===== src/rtl/branch_pkg.sv =====
// branch_pkg: RV32I control-flow opcodes, branch funct3 codes and resolver FSM states.
package branch_pkg;
   localparam logic [6:0] OP_JAL    = 7'b1101111;
   localparam logic [6:0] OP_JALR   = 7'b1100111;
   localparam logic [6:0] OP_BRANCH = 7'b1100011;
   localparam logic [2:0] F3_BEQ    = 3'b000;
   localparam logic [2:0] F3_BNE    = 3'b001;
   localparam logic [2:0] F3_BLT    = 3'b100;
   localparam logic [2:0] F3_BGE    = 3'b101;
   localparam logic [2:0] F3_BLTU   = 3'b110;
   localparam logic [2:0] F3_BGEU   = 3'b111;
   typedef enum logic {RUN, FLUSH} state_t;
endpackage


===== src/rtl/branch_resolve_unit_if.sv =====
// branch_resolve_unit_if: issue-lane inputs and redirect/predictor-update outputs of the resolver.
interface branch_resolve_unit_if #(parameter int NUM_LANES = 2, parameter int XLEN = 32);
   logic [NUM_LANES-1:0]      in_valid;
   logic [NUM_LANES*32-1:0]   in_instr;
   logic [NUM_LANES*XLEN-1:0] in_pc;
   logic [NUM_LANES*XLEN-1:0] in_rs1;
   logic [NUM_LANES*XLEN-1:0] in_rs2;
   logic [NUM_LANES-1:0]      in_pred_taken;
   logic [NUM_LANES*XLEN-1:0] in_pred_target;
   logic                      busy;
   logic                      redirect_valid;
   logic [XLEN-1:0]           redirect_pc;
   logic [NUM_LANES-1:0]      upd_valid;
   logic [NUM_LANES-1:0]      upd_taken;
   logic [NUM_LANES-1:0]      upd_is_branch;
   logic [NUM_LANES-1:0]      upd_is_jump;
   logic [NUM_LANES*XLEN-1:0] upd_pc;
   logic [NUM_LANES*XLEN-1:0] upd_target;
   modport master (
      output in_valid, in_instr, in_pc, in_rs1, in_rs2, in_pred_taken, in_pred_target,
      input  busy, redirect_valid, redirect_pc, upd_valid, upd_taken, upd_is_branch, upd_is_jump, upd_pc, upd_target
   );
   modport slave (
      input  in_valid, in_instr, in_pc, in_rs1, in_rs2, in_pred_taken, in_pred_target,
      output busy, redirect_valid, redirect_pc, upd_valid, upd_taken, upd_is_branch, upd_is_jump, upd_pc, upd_target
   );
endinterface


===== src/rtl/branch_lane_eval.sv =====
// branch_lane_eval: combinational decode, condition, target and mispredict check for one issue lane.
module branch_lane_eval import branch_pkg::*; #(parameter int XLEN = 32) (
   input  logic            valid,
   input  logic [31:0]     instr,
   input  logic [XLEN-1:0] pc,
   input  logic [XLEN-1:0] rs1,
   input  logic [XLEN-1:0] rs2,
   input  logic            pred_taken,
   input  logic [XLEN-1:0] pred_target,
   output logic            is_branch,
   output logic            is_jump,
   output logic            taken,
   output logic            mispred,
   output logic [XLEN-1:0] target,
   output logic [XLEN-1:0] next_pc
);
   logic [6:0] op;
   logic [2:0] f3;
   logic [31:0] imm_j, imm_i, imm_b;
   logic [XLEN-1:0] jalr_sum;
   logic jal, jalr, cond, lt, ltu;
   assign op = instr[6:0];
   assign f3 = instr[14:12];
   assign imm_j = {{12{instr[31]}}, instr[19:12], instr[20], instr[30:21], 1'b0};
   assign imm_i = {{20{instr[31]}}, instr[31:20]};
   assign imm_b = {{20{instr[31]}}, instr[7], instr[30:25], instr[11:8], 1'b0};
   assign jal = op == OP_JAL;
   assign jalr = op == OP_JALR;
   assign is_branch = op == OP_BRANCH && f3 inside {F3_BEQ, F3_BNE, F3_BLT, F3_BGE, F3_BLTU, F3_BGEU};
   assign is_jump = jal | jalr;
   assign lt = $signed(rs1) < $signed(rs2);
   assign ltu = rs1 < rs2;
   assign cond = f3 == F3_BEQ ? rs1 == rs2 :
                 f3 == F3_BNE ? rs1 != rs2 :
                 f3 == F3_BLT ? lt :
                 f3 == F3_BGE ? !lt :
                 f3 == F3_BLTU ? ltu : !ltu;
   assign jalr_sum = rs1 + XLEN'($signed(imm_i));
   assign target = jal ? pc + XLEN'($signed(imm_j)) :
                   jalr ? {jalr_sum[XLEN-1:1], 1'b0} : pc + XLEN'($signed(imm_b));
   assign taken = is_jump | (is_branch & cond);
   assign next_pc = taken ? target : pc + XLEN'(4);
   // A non-control lane predicted taken sent fetch astray, so it redirects to pc+4.
   assign mispred = valid & ((is_branch | is_jump) ? (taken != pred_taken || (taken && target != pred_target)) : pred_taken);
endmodule


===== src/rtl/branch_resolve_unit.sv =====
// branch_resolve_unit: resolves per-lane branches, redirects fetch on the oldest mispredict, then squashes.
// Define BRANCH_STATS_EN to add saturating stat_branches / stat_mispredicts counters.
module branch_resolve_unit import branch_pkg::*; #(
   parameter int NUM_LANES    = 2,
   parameter int XLEN         = 32,
   parameter int FLUSH_CYCLES = 2
) (
   input logic clk,
   input logic rst,
   branch_resolve_unit_if.slave bus
`ifdef BRANCH_STATS_EN
   ,
   output logic [31:0] stat_branches,
   output logic [31:0] stat_mispredicts
`endif
);
   localparam logic [3:0] FC = 4'(FLUSH_CYCLES);
   logic [NUM_LANES-1:0] br, jmp, tk, mis, keep;
   logic [XLEN-1:0] tgt [NUM_LANES];
   logic [XLEN-1:0] nxt [NUM_LANES];
   logic [XLEN-1:0] win_pc;
   logic hit, run, fire;
   state_t state, state_n;
   logic [3:0] cnt, cnt_n;
   genvar g;
   for (g = 0; g < NUM_LANES; g++) begin : g_lane
      branch_lane_eval #(.XLEN(XLEN)) u_eval (
         .valid(bus.in_valid[g]), .instr(bus.in_instr[g*32 +: 32]), .pc(bus.in_pc[g*XLEN +: XLEN]),
         .rs1(bus.in_rs1[g*XLEN +: XLEN]), .rs2(bus.in_rs2[g*XLEN +: XLEN]),
         .pred_taken(bus.in_pred_taken[g]), .pred_target(bus.in_pred_target[g*XLEN +: XLEN]),
         .is_branch(br[g]), .is_jump(jmp[g]), .taken(tk[g]), .mispred(mis[g]),
         .target(tgt[g]), .next_pc(nxt[g])
      );
   end
   // Lanes after the oldest mispredict are on the wrong path and are dropped.
   always_comb begin
      hit = 1'b0;
      win_pc = '0;
      keep = '0;
      for (int i = 0; i < NUM_LANES; i++) begin
         keep[i] = bus.in_valid[i] & (br[i] | jmp[i]) & ~hit;
         win_pc = (!hit && mis[i]) ? nxt[i] : win_pc;
         hit = hit | mis[i];
      end
   end
   assign run = state == RUN;
   assign fire = run & hit;
   always_comb begin
      state_n = run ? ((fire && FC != 4'd0) ? FLUSH : RUN) : (cnt == 4'd1 ? RUN : FLUSH);
      cnt_n = run ? (fire ? FC : cnt) : cnt - 4'd1;
   end
   always_ff @(posedge clk or posedge rst) begin
      if (rst) begin
         state <= RUN;
         cnt <= '0;
      end else begin
         state <= state_n;
         cnt <= cnt_n;
      end
   end
   always_ff @(posedge clk or posedge rst) begin
      if (rst) begin
         bus.busy <= 1'b0;
         bus.redirect_valid <= 1'b0;
         bus.redirect_pc <= '0;
         bus.upd_valid <= '0;
         bus.upd_taken <= '0;
         bus.upd_is_branch <= '0;
         bus.upd_is_jump <= '0;
         bus.upd_pc <= '0;
         bus.upd_target <= '0;
      end else begin
         bus.busy <= state_n == FLUSH;
         bus.redirect_valid <= fire;
         bus.redirect_pc <= fire ? win_pc : '0;
         bus.upd_valid <= run ? keep : '0;
         bus.upd_taken <= run ? keep & tk : '0;
         bus.upd_is_branch <= run ? keep & br : '0;
         bus.upd_is_jump <= run ? keep & jmp : '0;
         for (int i = 0; i < NUM_LANES; i++) begin
            bus.upd_pc[i*XLEN +: XLEN] <= (run && keep[i]) ? bus.in_pc[i*XLEN +: XLEN] : '0;
            bus.upd_target[i*XLEN +: XLEN] <= (run && keep[i]) ? tgt[i] : '0;
         end
      end
   end
`ifdef BRANCH_STATS_EN
   logic [32:0] sb_sum;
   assign sb_sum = {1'b0, stat_branches} + 33'($countones(keep & {NUM_LANES{run}}));
   always_ff @(posedge clk or posedge rst) begin
      if (rst) begin
         stat_branches <= '0;
         stat_mispredicts <= '0;
      end else begin
         stat_branches <= sb_sum[32] ? '1 : sb_sum[31:0];
         stat_mispredicts <= stat_mispredicts + 32'(fire && stat_mispredicts != '1);
      end
   end
`endif
endmodule

===== src/flat_wrapper.sv =====
// flat-port wrapper written by rule: the top's interface ports become plain ports
module branch_resolve_unit_flat import branch_pkg::*;
#(
   parameter int NUM_LANES    = 2,
   parameter int XLEN         = 32,
   parameter int FLUSH_CYCLES = 2
)
  (clk, rst, bus_in_valid, bus_in_instr, bus_in_pc, bus_in_rs1, bus_in_rs2, bus_in_pred_taken, bus_in_pred_target, bus_busy, bus_redirect_valid, bus_redirect_pc, bus_upd_valid, bus_upd_taken, bus_upd_is_branch, bus_upd_is_jump, bus_upd_pc, bus_upd_target);
  branch_resolve_unit_if #(.NUM_LANES(NUM_LANES), .XLEN(XLEN)) bus_i ();
  input logic clk;
  input logic rst;
  input wire logic [$bits(bus_i.in_valid)-1:0] bus_in_valid;
  input wire logic [$bits(bus_i.in_instr)-1:0] bus_in_instr;
  input wire logic [$bits(bus_i.in_pc)-1:0] bus_in_pc;
  input wire logic [$bits(bus_i.in_rs1)-1:0] bus_in_rs1;
  input wire logic [$bits(bus_i.in_rs2)-1:0] bus_in_rs2;
  input wire logic [$bits(bus_i.in_pred_taken)-1:0] bus_in_pred_taken;
  input wire logic [$bits(bus_i.in_pred_target)-1:0] bus_in_pred_target;
  output wire logic [$bits(bus_i.busy)-1:0] bus_busy;
  output wire logic [$bits(bus_i.redirect_valid)-1:0] bus_redirect_valid;
  output wire logic [$bits(bus_i.redirect_pc)-1:0] bus_redirect_pc;
  output wire logic [$bits(bus_i.upd_valid)-1:0] bus_upd_valid;
  output wire logic [$bits(bus_i.upd_taken)-1:0] bus_upd_taken;
  output wire logic [$bits(bus_i.upd_is_branch)-1:0] bus_upd_is_branch;
  output wire logic [$bits(bus_i.upd_is_jump)-1:0] bus_upd_is_jump;
  output wire logic [$bits(bus_i.upd_pc)-1:0] bus_upd_pc;
  output wire logic [$bits(bus_i.upd_target)-1:0] bus_upd_target;
  assign bus_i.in_valid = bus_in_valid;
  assign bus_i.in_instr = bus_in_instr;
  assign bus_i.in_pc = bus_in_pc;
  assign bus_i.in_rs1 = bus_in_rs1;
  assign bus_i.in_rs2 = bus_in_rs2;
  assign bus_i.in_pred_taken = bus_in_pred_taken;
  assign bus_i.in_pred_target = bus_in_pred_target;
  assign bus_busy = bus_i.busy;
  assign bus_redirect_valid = bus_i.redirect_valid;
  assign bus_redirect_pc = bus_i.redirect_pc;
  assign bus_upd_valid = bus_i.upd_valid;
  assign bus_upd_taken = bus_i.upd_taken;
  assign bus_upd_is_branch = bus_i.upd_is_branch;
  assign bus_upd_is_jump = bus_i.upd_is_jump;
  assign bus_upd_pc = bus_i.upd_pc;
  assign bus_upd_target = bus_i.upd_target;
  branch_resolve_unit #(.NUM_LANES(NUM_LANES), .XLEN(XLEN), .FLUSH_CYCLES(FLUSH_CYCLES)) u_core (.clk(clk), .rst(rst), .bus(bus_i));
endmodule

===== config.mk =====
export PLATFORM = sky130hd
export DESIGN_NAME = branch_resolve_unit_flat
export DESIGN_NICKNAME = d
export VERILOG_FILES = /design/src/rtl/branch_pkg.sv /design/src/rtl/branch_resolve_unit_if.sv /design/src/rtl/branch_lane_eval.sv /design/src/rtl/branch_resolve_unit.sv /design/src/flat_wrapper.sv
export SDC_FILE = /design/constraint.sdc
export NUM_CORES = 1
export LEC_CHECK = 0
export ABC_CLOCK_PERIOD_IN_PS = 11290
export CAP_MARGIN = 0
export CORE_ASPECT_RATIO = 0.9
export CORE_UTILIZATION = 50
export CTS_CLUSTER_DIAMETER = 100
export DETAILED_ROUTE_END_ITERATION = 7
export HOLD_SLACK_MARGIN = 0.08
export PLACE_DENSITY = 0.87
export SLEW_MARGIN = 20
export SYNTH_ARGS = -nofsm -noshare
export SYNTH_HDL_FRONTEND = slang
export SYNTH_SLANG_ARGS = --single-unit

===== constraint.sdc =====
create_clock -name clk -period 11.29 [get_ports clk]
set_clock_uncertainty 0.1 [all_clocks]
set_input_delay 2.258 -clock clk [delete_from_list [all_inputs] [get_ports clk]]
set_output_delay 2.258 -clock clk [all_outputs]
set_load 0.02 [all_outputs]

==> metrics.txt <==
number of global-route vias before repair=23800; Critical Path AT=8.91 ns; Initial Utilization=51.1%; clock sink count=174; crit path cell chain=clkdlybuf4s50_1 -> buf_4 -> ha_1 -> a21oi_1 -> o21ai_0 -> a211o_1 -> o31ai_1 -> o21ai_1 -> mux2i_1 -> nor3_1 -> a21oi_1 -> or3_1 -> or4_4 -> o31ai_4 -> nand3_4 -> inv_2 -> and2_1; CP max stage delay=0.91 ns; die width=227 µm; reg-to-reg startpoint=u_core.state; CP Buf/Inv Count=3; Unique masters post-synth=105; maxcap violations=0; share of cells above drive strength 1=4.37%; Core Area=0.0446 mm²; GRT overflow=0; min Tclk post-route=8.60 ns; GP Congestion=1.06; Post-synth EDFFs=0; sequential element share of the synthesized area=19.1%; Routed WL per cell=24.8 µm; height of the die=204 µm; final setup vio count=0; Worst Hold Path EP=u_core.state; Slew Viols, Final=0; critical hold path startpoint=u_core.cnt[3]; worst-margin pin slew=1.25 ns; post_cts resized=0; syn_area_per_cell=7.54 µm²; Comb pwr share=49.9%; Hold Buf Count CTS=0; CP Class=input pin to flop; drt drc=25; critical path required time=11.60 ns; hold path depth=2; HPWL Detailed=81300 µm; fraction of registers with async set/reset=100%; I/O pins=496; Core Rows=73; most used cell, CP=a21oi_1; failing checks=DRC; largest area contributor in the netlist=dfrtp_1; Crit Path Max Fanout=35; R2R depth=6; sw frac=42.7%; Hold Violations, Final=0; port bufs=495; Fin Setup TNS=0 ns; pin count of the biggest net entering global routing=104; Initial DRC Count=3648; P_sw=1130 µW; setup slack, reg-to-reg=8.62 ns; crit start category=input pin; vias per inst=6.53; slew margin rel.=16.8%; class of the tightest hold or removal check=flop to flop; htree depth=4; Leak=0.0121 µW; synthesis-stage register bit count=174; cell family with most CP delay=simple AND/OR/NAND/NOR gates; RSZ-0062 raised after global routing=false; Synth Cell Area=0.0228 mm²; via count=26300; die area=0.0464 mm²; synth warn=0; CP Capture Type=flop; Detailed Route WL=100000 µm; CTS clk-pin slew, worst paths=0.08 ns; Post-CTS Setup Inserts=0; clk root buf=clkbuf_16; top-area cell type share of the netlist area=19.1%; CTS buffer count=17; final core utilization=64.4%; drt pass-1 iters=8; pwr dens=92.3 mW/mm²; Clock Power Share=24.9%; Total Routing Usage GR=42.3%; Seq pwr share=25.2%; Mapped Nets=3567; first-pass GRT wire length=148000 µm; Routed Antenna Nets=0; CTS tree=yes; worst vdd ir=0.000110 V; slowest cell on the critical path=clkdlybuf4s50_1; Worst-Skew Late Latency=0.48 ns; worst r2r dst=u_core.bus.upd_pc[15]; Post-Synthesis Cells=3021; Synth area leaders=dfrtp_1 (19%), ha_1 (12%), a21oi_1 (5.9%); antenna violations before repair=3; P&R area growth vs syn=26.2%; logic depth of the worst path, buffers included=17; fin nets=3962; status=finished with violations; top_reg_cell synth=dfrtp_1; Peak Freq=116 MHz; period utilization=76.2%; Int Power=1520 µW; clock buffer depth=2
## synth_stat cells (all sizes together) (9+ instances only)
library cell	count
a2111oi	16
a211o	17
a211oi	37
a21boi	11
a21o	71
a21oi	273
a221oi	15
a31oi	29
and2	99
and3	41
and4	17
buf	44
clkbuf	102
dfrtp	174
ha	214
inv	126
mux2	14
mux2i	51
nand2	311
nand2b	30
nand3	84
nand3b	11
nand4	88
nor2	258
nor2b	12
nor3	68
nor4	25
o2111ai	19
o211ai	57
o21a	35
o21ai	179
o21bai	13
o221ai	17
o22ai	41
o31ai	28
o32ai	9
or2	17
or3	39
or4	12
xnor2	119
xor2	79
## placed cells by master (no fill, tap or decap), types with 35 or more instances in the layout
master             n
ha_1             214
a21o_1            71
mux2i_1           51
nand3_1           82
nand4_1           88
o21ai_0          166
nor2_1           254
inv_1            123
a21oi_1          267
clkdlybuf4s50_1  495
nor3_1            67
nand2_1          309
xnor2_1          119
dfrtp_1          174
xor2_1            79
or3_1             39
o21a_1            35
and3_1            41
o211ai_1          57
o22ai_1           41
and2_1            97
## worst reg2reg max path, stage by stage, from the launching register on
cell and delay (ns):
dfrtp_1 0.72, nand2b_1 0.26, nor2_1 0.12, nor2_4 0.12, buf_4 0.40, inv_2 0.42, and2_1 0.39
## how the worst max path moves through the flow
stage | from | to | slack (ns)
3_3_place_gp | bus_in_instr[31] | u_core.bus.upd_target[63] | 2.59
5_1_grt | bus_in_instr[31] | u_core.bus.upd_pc[53] | 2.49
4_1_cts | bus_in_instr[31] | u_core.bus.upd_pc[52] | 2.97
6_report | bus_in_instr[31] | u_core.bus.upd_pc[52] | 2.69
3_5_place_dp | bus_in_instr[31] | u_core.bus.upd_pc[52] | 2.49
2_1_floorplan | rst | u_core.bus.redirect_pc[0] | 4.22
## routing by layer
metal	vias up	wire length, µm	part of all wire [%]	global-route usage (%)
met1	12400	43500	43	61.8
li1	12000	-	-	-
met5	-	14	0.014	0
met2	1742	40300	40	59.0
met3	197	13200	13	12.4
met4	2	3030	3.0	12.4
## stage by stage
stage                     hold WS (ns)  cell area (µm²)  instances  total power [µW]  worst slack (ns)
after floorplan                  0.393            22800       3021              1470              4.22
after global placement           0.423            28100       3997              1940              2.59
after detailed placement         0.415            28100       3997              1940              2.49
after CTS                        0.444            28700       4029              2600              2.97
after global routing             0.499            28700       4029              2770              2.49
final                            0.452            28700       4030              2650              2.69
## power by group through the flow
stage | combinational, µW | clock (µW) | sequential [µW]
2_1_floorplan | 779 | 0 | 690
3_5_place_dp | 1270 | 0 | 677
3_3_place_gp | 1260 | 0 | 678
5_1_grt | 1410 | 688 | 669
6_report | 1320 | 660 | 667
4_1_cts | 1280 | 661 | 666
## sequential cells by signal, indices dropped and copies added, names as in the netlist
signal,flops
u_core.bus.upd_is_jump,2
u_core.bus.upd_taken,2
u_core.bus.upd_valid,2
u_core.bus.redirect_valid,1
u_core.state,1
u_core.bus.upd_pc,64
u_core.cnt,4
u_core.bus.upd_target,64
u_core.bus.upd_is_branch,2
u_core.bus.redirect_pc,32
## cells by family (layout without fill, tap and decap cells)
logic type	count (synthesis)	after routing	share of synthesized area (%)
simple gates	1144	1144	25.2
compound gates	947	947	27.9
buf+inv	272	680	4.85
fa+ha+maj	220	220	12.3
xor+xnor	199	199	7.72
flops	174	174	19.1
mux	65	65	2.94
other cells	0	1	0
## final cells by class
class,count,area (µm²)
Clock buffer,17,425
Multi-Input combinational cell,2575,17400
Fill cell,4062,15800
Antenna cell,1,2.50
Sequential cell,174,4350
Inverter,126,480
Timing Repair Buffer,522,5160
Clock inverter,15,201
Tap cell,600,751
(Power assumes the default switching activity.)
